## src/rtl/div_pkg.sv

```systemverilog
// Shared state encoding and default operand width for the iterative divider.
package div_pkg;

    localparam int DIV_WIDTH = 16;

    typedef enum logic [1:0] {
        IDLE = 2'd0,
        CALC = 2'd1,
        FIX  = 2'd2,
        DONE = 2'd3
    } state_t;

endpackage

```

## src/rtl/div_step.sv

```systemverilog
// One restoring-division step: shift in the next dividend bit, trial-subtract the divisor.
// Purely combinational, no latency.
// No flow control; the caller decides when the result is registered.
module div_step #(
    parameter int WIDTH = 16
) (
    input  logic [WIDTH:0]   rem_in,
    input  logic             next_bit,
    input  logic [WIDTH-1:0] divisor,
    output logic [WIDTH:0]   rem_out,
    output logic             q_bit
);

    logic [WIDTH:0] shifted;
    logic [WIDTH:0] dvs_ext;

    always_comb begin
        shifted = (rem_in << 1) | {{WIDTH{1'b0}}, next_bit};
        dvs_ext = {1'b0, divisor};
        q_bit   = (shifted >= dvs_ext);
        rem_out = q_bit ? (shifted - dvs_ext) : shifted;
    end

endmodule

```

## src/rtl/div_unit.sv

```systemverilog
// Iterative signed/unsigned restoring divider, one quotient bit per cycle.
// Latency WIDTH+2 cycles from accept to result; divide-by-zero answers after 1 cycle.
// Accepts only when idle; result is held in DONE until out_ready is seen.
module div_unit
    import div_pkg::*;
#(
    parameter int WIDTH = DIV_WIDTH
) (
    input  logic             clk,
    input  logic             rst_n,
    input  logic             in_valid,
    output logic             in_ready,
    input  logic             in_signed,
    input  logic [WIDTH-1:0] dividend,
    input  logic [WIDTH-1:0] divisor,
    output logic             out_valid,
    input  logic             out_ready,
    output logic [WIDTH-1:0] quotient,
    output logic [WIDTH-1:0] remainder,
    output logic             div_by_zero
);

    localparam int CW = $clog2(WIDTH + 1);

    state_t           state, state_nxt;
    logic [CW-1:0]    cnt;
    logic [WIDTH:0]   prem;
    logic [WIDTH-1:0] qsr;
    logic [WIDTH-1:0] dmag;
    logic             sgn_mode;
    logic             q_neg;
    logic             r_neg;
    logic             live;

    logic             accept;
    logic             zero_div;
    logic [WIDTH-1:0] dividend_mag;
    logic [WIDTH-1:0] divisor_mag;
    logic [WIDTH:0]   prem_nxt;
    logic             q_bit;

    always_comb begin
        accept       = in_valid && in_ready;
        zero_div     = (divisor == '0);
        dividend_mag = (in_signed && dividend[WIDTH-1]) ? -dividend : dividend;
        divisor_mag  = (in_signed && divisor[WIDTH-1])  ? -divisor  : divisor;
    end

    div_step #(.WIDTH(WIDTH)) u_step (
        .rem_in   (prem),
        .next_bit (qsr[WIDTH-1]),
        .divisor  (dmag),
        .rem_out  (prem_nxt),
        .q_bit    (q_bit)
    );

    always_ff @(posedge clk or negedge rst_n) begin
        if (!rst_n) begin
            state <= IDLE;
        end else begin
            state <= state_nxt;
        end
    end

    // live gates in_ready so the block only advertises readiness after the first post-reset edge
    always_comb begin
        state_nxt = state;
        in_ready  = 1'b0;
        out_valid = 1'b0;
        case (state)
            IDLE: begin
                in_ready = live;
                if (in_valid && live) begin
                    state_nxt = zero_div ? DONE : CALC;
                end
            end
            CALC: begin
                if (cnt == CW'(WIDTH - 1)) begin
                    state_nxt = FIX;
                end
            end
            FIX: begin
                state_nxt = DONE;
            end
            DONE: begin
                out_valid = 1'b1;
                if (out_ready) begin
                    state_nxt = IDLE;
                end
            end
            default: begin
                state_nxt = IDLE;
            end
        endcase
    end

    always_ff @(posedge clk or negedge rst_n) begin
        if (!rst_n) begin
            live        <= 1'b0;
            cnt         <= '0;
            prem        <= '0;
            qsr         <= '0;
            dmag        <= '0;
            sgn_mode    <= 1'b0;
            q_neg       <= 1'b0;
            r_neg       <= 1'b0;
            quotient    <= '0;
            remainder   <= '0;
            div_by_zero <= 1'b0;
        end else begin
            live <= 1'b1;
            if (accept) begin
                sgn_mode <= in_signed;
                q_neg    <= dividend[WIDTH-1] ^ divisor[WIDTH-1];
                r_neg    <= dividend[WIDTH-1];
                dmag     <= divisor_mag;
                qsr      <= dividend_mag;
                prem     <= '0;
                cnt      <= '0;
                if (zero_div) begin
                    quotient    <= '1;
                    remainder   <= dividend;
                    div_by_zero <= 1'b1;
                end
            end else if (state == CALC) begin
                // qsr shifts dividend bits out of the top while quotient bits enter at the bottom
                prem <= prem_nxt;
                qsr  <= {qsr[WIDTH-2:0], q_bit};
                cnt  <= cnt + CW'(1);
            end else if (state == FIX) begin
                quotient    <= (sgn_mode && q_neg) ? -qsr : qsr;
                remainder   <= (sgn_mode && r_neg) ? -prem[WIDTH-1:0] : prem[WIDTH-1:0];
                div_by_zero <= 1'b0;
            end
        end
    end

endmodule

```

## config.mk

```make
export PLATFORM = sky130hd
export DESIGN_NAME = div_unit
export DESIGN_NICKNAME = d
export VERILOG_FILES = /design/src/rtl/div_pkg.sv /design/src/rtl/div_step.sv /design/src/rtl/div_unit.sv
export SDC_FILE = /design/constraint.sdc
export NUM_CORES = 1
export LEC_CHECK = 0
export BUFFER_PORTS_ARGS = -buffer_cell sky130_fd_sc_hd__buf_2
export CAP_MARGIN = 20
export CORE_MARGIN = 3
export CORE_UTILIZATION = 40
export DETAILED_ROUTE_END_ITERATION = 10
export GPL_TIMING_DRIVEN = 0
export HOLD_SLACK_MARGIN = 0.12
export PLACE_DENSITY = 0.66
export SLEW_MARGIN = 20
export SYNTH_ARGS = -nofsm -noshare
export SYNTH_HDL_FRONTEND = slang
export SYNTH_SLANG_ARGS = --single-unit
```

## constraint.sdc

```tcl
create_clock -name clk -period 3.8 [get_ports clk]
set_clock_uncertainty 0.1 [all_clocks]
set_input_delay 0.38 -clock clk [delete_from_list [all_inputs] [get_ports clk]]
set_output_delay 0.38 -clock clk [all_outputs]
set_load 0.01 [all_outputs]
```

==> impl_metrics.yaml <==
route:
  wl_mm: 16.92
  wl_per_cell_um: 17.25
  drc: 0
  ant_nets: 0
  drt-pass1-iter-count: 5
  avgViaCountPerCell: 5.622
  drt-initial-drc-count: 385
  vias: 5515
setup_path:
  ff2ff_path_depth: 9
  r2r-start: "prem[7]"
  crit_chain: "ha_1 > clkbuf_1 > and3_1 > nand3_1 > a211o_1 > a31o_2 > buf_1 > a211o_1 > a31oi_1"
  worstReg2RegEnd: "prem[12]"
  worstPathArrival_ns: 3.32
  reg2reg_setup_slack_ns: 0.64
  cp_slowest_cell: "dfrtp_1"
  crit_fanout: 10
  critPathMaxStageDelay_ns: 0.46
  endpoint_kind: "flop"
  critical_path_class: "flop to flop"
  crit_required_ns: 3.96
  worst_setup_path_start_kind: "flop"
  critPathMostFrequentCell: "a211o_1"
global_routing:
  grt_pass1_vias: 5336
  antenna_found_initial: 0
  grt_overflow: 0
  grt_start_max_net_pins: 58
  grt_pass1_wl_mm: 27.44
  grt_usage_pct: 20.68
min_path:
  hold_depth: 3
  hold-path-endpoint: "dmag[1]"
  hold_path.class: "primary input to flop"
  hold_path_startpoint: "divisor[1]"
power:
  leakage_nw: 3.064
  powerDensity_nw_per_um2: 979.3
  vdd_drop_max_mv: 0.4319
sta:
  min_period_ns: 3.161
  rsz0062_at_grt: "no"
  maxSlewViolCount: 0
  maxSlewHeadroom_pct: 52.11
  setup_viol: 0
  finalSetupTns_ns: 0
  hold_viol_final: 0
  period_share_pct: 83.19
  timing.fmax_mhz: 316.3
  worst_pin_slew_ns: 0.7183
  hold_slack_ns: 0.2085
floorplanning:
  core_region_area_um2: 14700
  std_cell_rows: 44
  die_h_um: 129.4
  dieArea_um2: 16750
  ios: 72
  initial_core_util_pct: 41.45
  die_w_um: 129.4
final_layout:
  mostFrequentLayoutCells: "dfrtp_1, o21ai_0, buf_2, nor2_1, nand2_1"
  final_common_cell: "dfrtp_1"
  antenna_cells: 0
  fin_area_um2: 7013
  fin_nets: 857
  syn_to_final_growth_pct: 15.12
  final_layout_size_suffix_gt1_share_pct: 12.80
  instances_no_fill: 981
yosys:
  synth_flop_cell: "dfrtp_1"
  yosysUniqueCellTypes: 59
  yosysWarningCount: 0
  yosysSeqAreaShare_pct: 37.79
  synth_fp_nets: 773
  synth_edf_count: 0
  ys_ff_latch: 92
  ys_async_sr_fraction_pct: 100.0
  syn-cell-area_um2: 6092
  syn_inst: 709
  syn-mean-instance-area_um2: 8.593
cts:
  path_clk_slew_ns: 0.06
  cts_tree: "built"
  cts.sinks: 92
  clock_latency_ns: 0.35
  cts_max_path_buffers: 2
  htree_levels: 3
  root_buffer: "clkbuf_16"
  cts_buffers: 9
status:
  outcome: "finished, final reports clean"
placed_design:
  port-buffer-count: 71
  placedCellCount: 965
  place.gp.congestion: 0.9228
  dp_hpwl_mm: 12.91
  dpl-instance-area_um2: 6711
flow_run:
  drv_cap: 0
## metal layers
layer / routed length [um] / global-route usage (%) / vias up
met5: 0 / 0 / -
met4: 240 / 5.562 / 0
met3: 753 / 3.215 / 19
met2: 8475 / 35.64 / 154
met1: 7453 / 27.18 / 2643
li1: - / - / 2699
## cell usage after synthesis, types with 9 or more instances
library cell / instances / share of area (%)
nand2_1: 62 / 3.8
xnor2_1: 37 / 5.3
a221o_1: 9 / 1.5
mux2i_1: 23 / 3.8
clkbuf_1: 30 / 1.8
dfrtp_1: 92 / 38
a31oi_1: 18 / 1.8
or3_1: 10 / 1.0
ha_1: 26 / 5.3
xor2_1: 28 / 4.0
nor2_1: 67 / 4.1
nand3_1: 9 / 0.74
a21oi_1: 54 / 4.4
inv_1: 35 / 2.2
nor3_1: 18 / 1.5
o21ai_0: 75 / 6.2
## cells by family (layout without fill, tap and decap cells)
kind of cell    Yosys count  count (layout)  share of synthesized area [%]
simple gates            216             216                          17.17
buf+inv                  72             160                          4.498
mux                      25              25                          4.149
flops                    92              92                          37.79
compound gates          211             211                          21.32
xor+xnor                 65              65                          9.345
fa+ha+maj                27              27                          5.668
other cells               1               1                        0.06156
## timing repair
action / CTS / global route
buffers inserted: 0 / 0
endpoints found under the setup margin: 0 / 0
gates resized for setup: 0 / 0
hold endpoints to repair: 35 / 0
hold buffers: 1 / 0
## critical path, delay by kind of cell (launching register included)
| kind | cells | cell delay, ns |
|---|---|---|
| AOI/OAI and AO/OA | 4 | 1.13 |
| buffers and inverters | 2 | 0.63 |
| DFF | 1 | 0.46 |
| and+or+nand+nor | 2 | 0.44 |
| adders and majority gates | 1 | 0.31 |
## flip-flops by register name (all words and copies together), names as in the netlist
name and count:
cnt 5, div_by_zero 1, dmag 16, live 1, prem 16, q_neg 1, qsr 16, quotient 16
r_neg 1, remainder 16, sgn_mode 1, state 2
## worst max-delay path by stage
stage	from	end	depth (start not counted)
6_report	prem[7]	prem[12]	9
5_1_grt	prem[8]	prem[12]	9
4_1_cts	prem[7]	prem[12]	9
3_5_place_dp	divisor[3]	remainder[12]	7
3_3_place_gp	divisor[3]	remainder[11]	7
2_1_floorplan	prem[7]	prem[11]	8
## metrics by stage
stage          setup slack (ns)  utilization, %  total power (W)
2_1_floorplan             1.099               -         0.004844
3_3_place_gp             0.5606           45.43         0.005874
3_5_place_dp             0.5378           45.66         0.005942
4_1_cts                  0.6437           47.71         0.006873
5_1_grt                  0.4505           47.71         0.007489
6_report                 0.6388           47.71         0.006868
## area by class of cell
class / instances / area (um2)
fillers: 1439 / 7686
multi-input cells: 545 / 3516
flip-flops and latches: 92 / 2302
repair buffers: 73 / 399.1
clock buffers: 11 / 242.7
well taps: 184 / 230.2
plain buffers: 37 / 142.6
inverters: 35 / 131.4
clock inverters: 4 / 48.80
## report_power, final
| part | total [W] | switching (W) | internal [W] |
|---|---|---|---|
| Clock | 0.000908 | 0.000383 | 0.000525 |
| Sequential | 0.00194 | 0.000481 | 0.00146 |
| Combinational | 0.00402 | 0.00232 | 0.00170 |
Power figures use the tool's default switching activity.
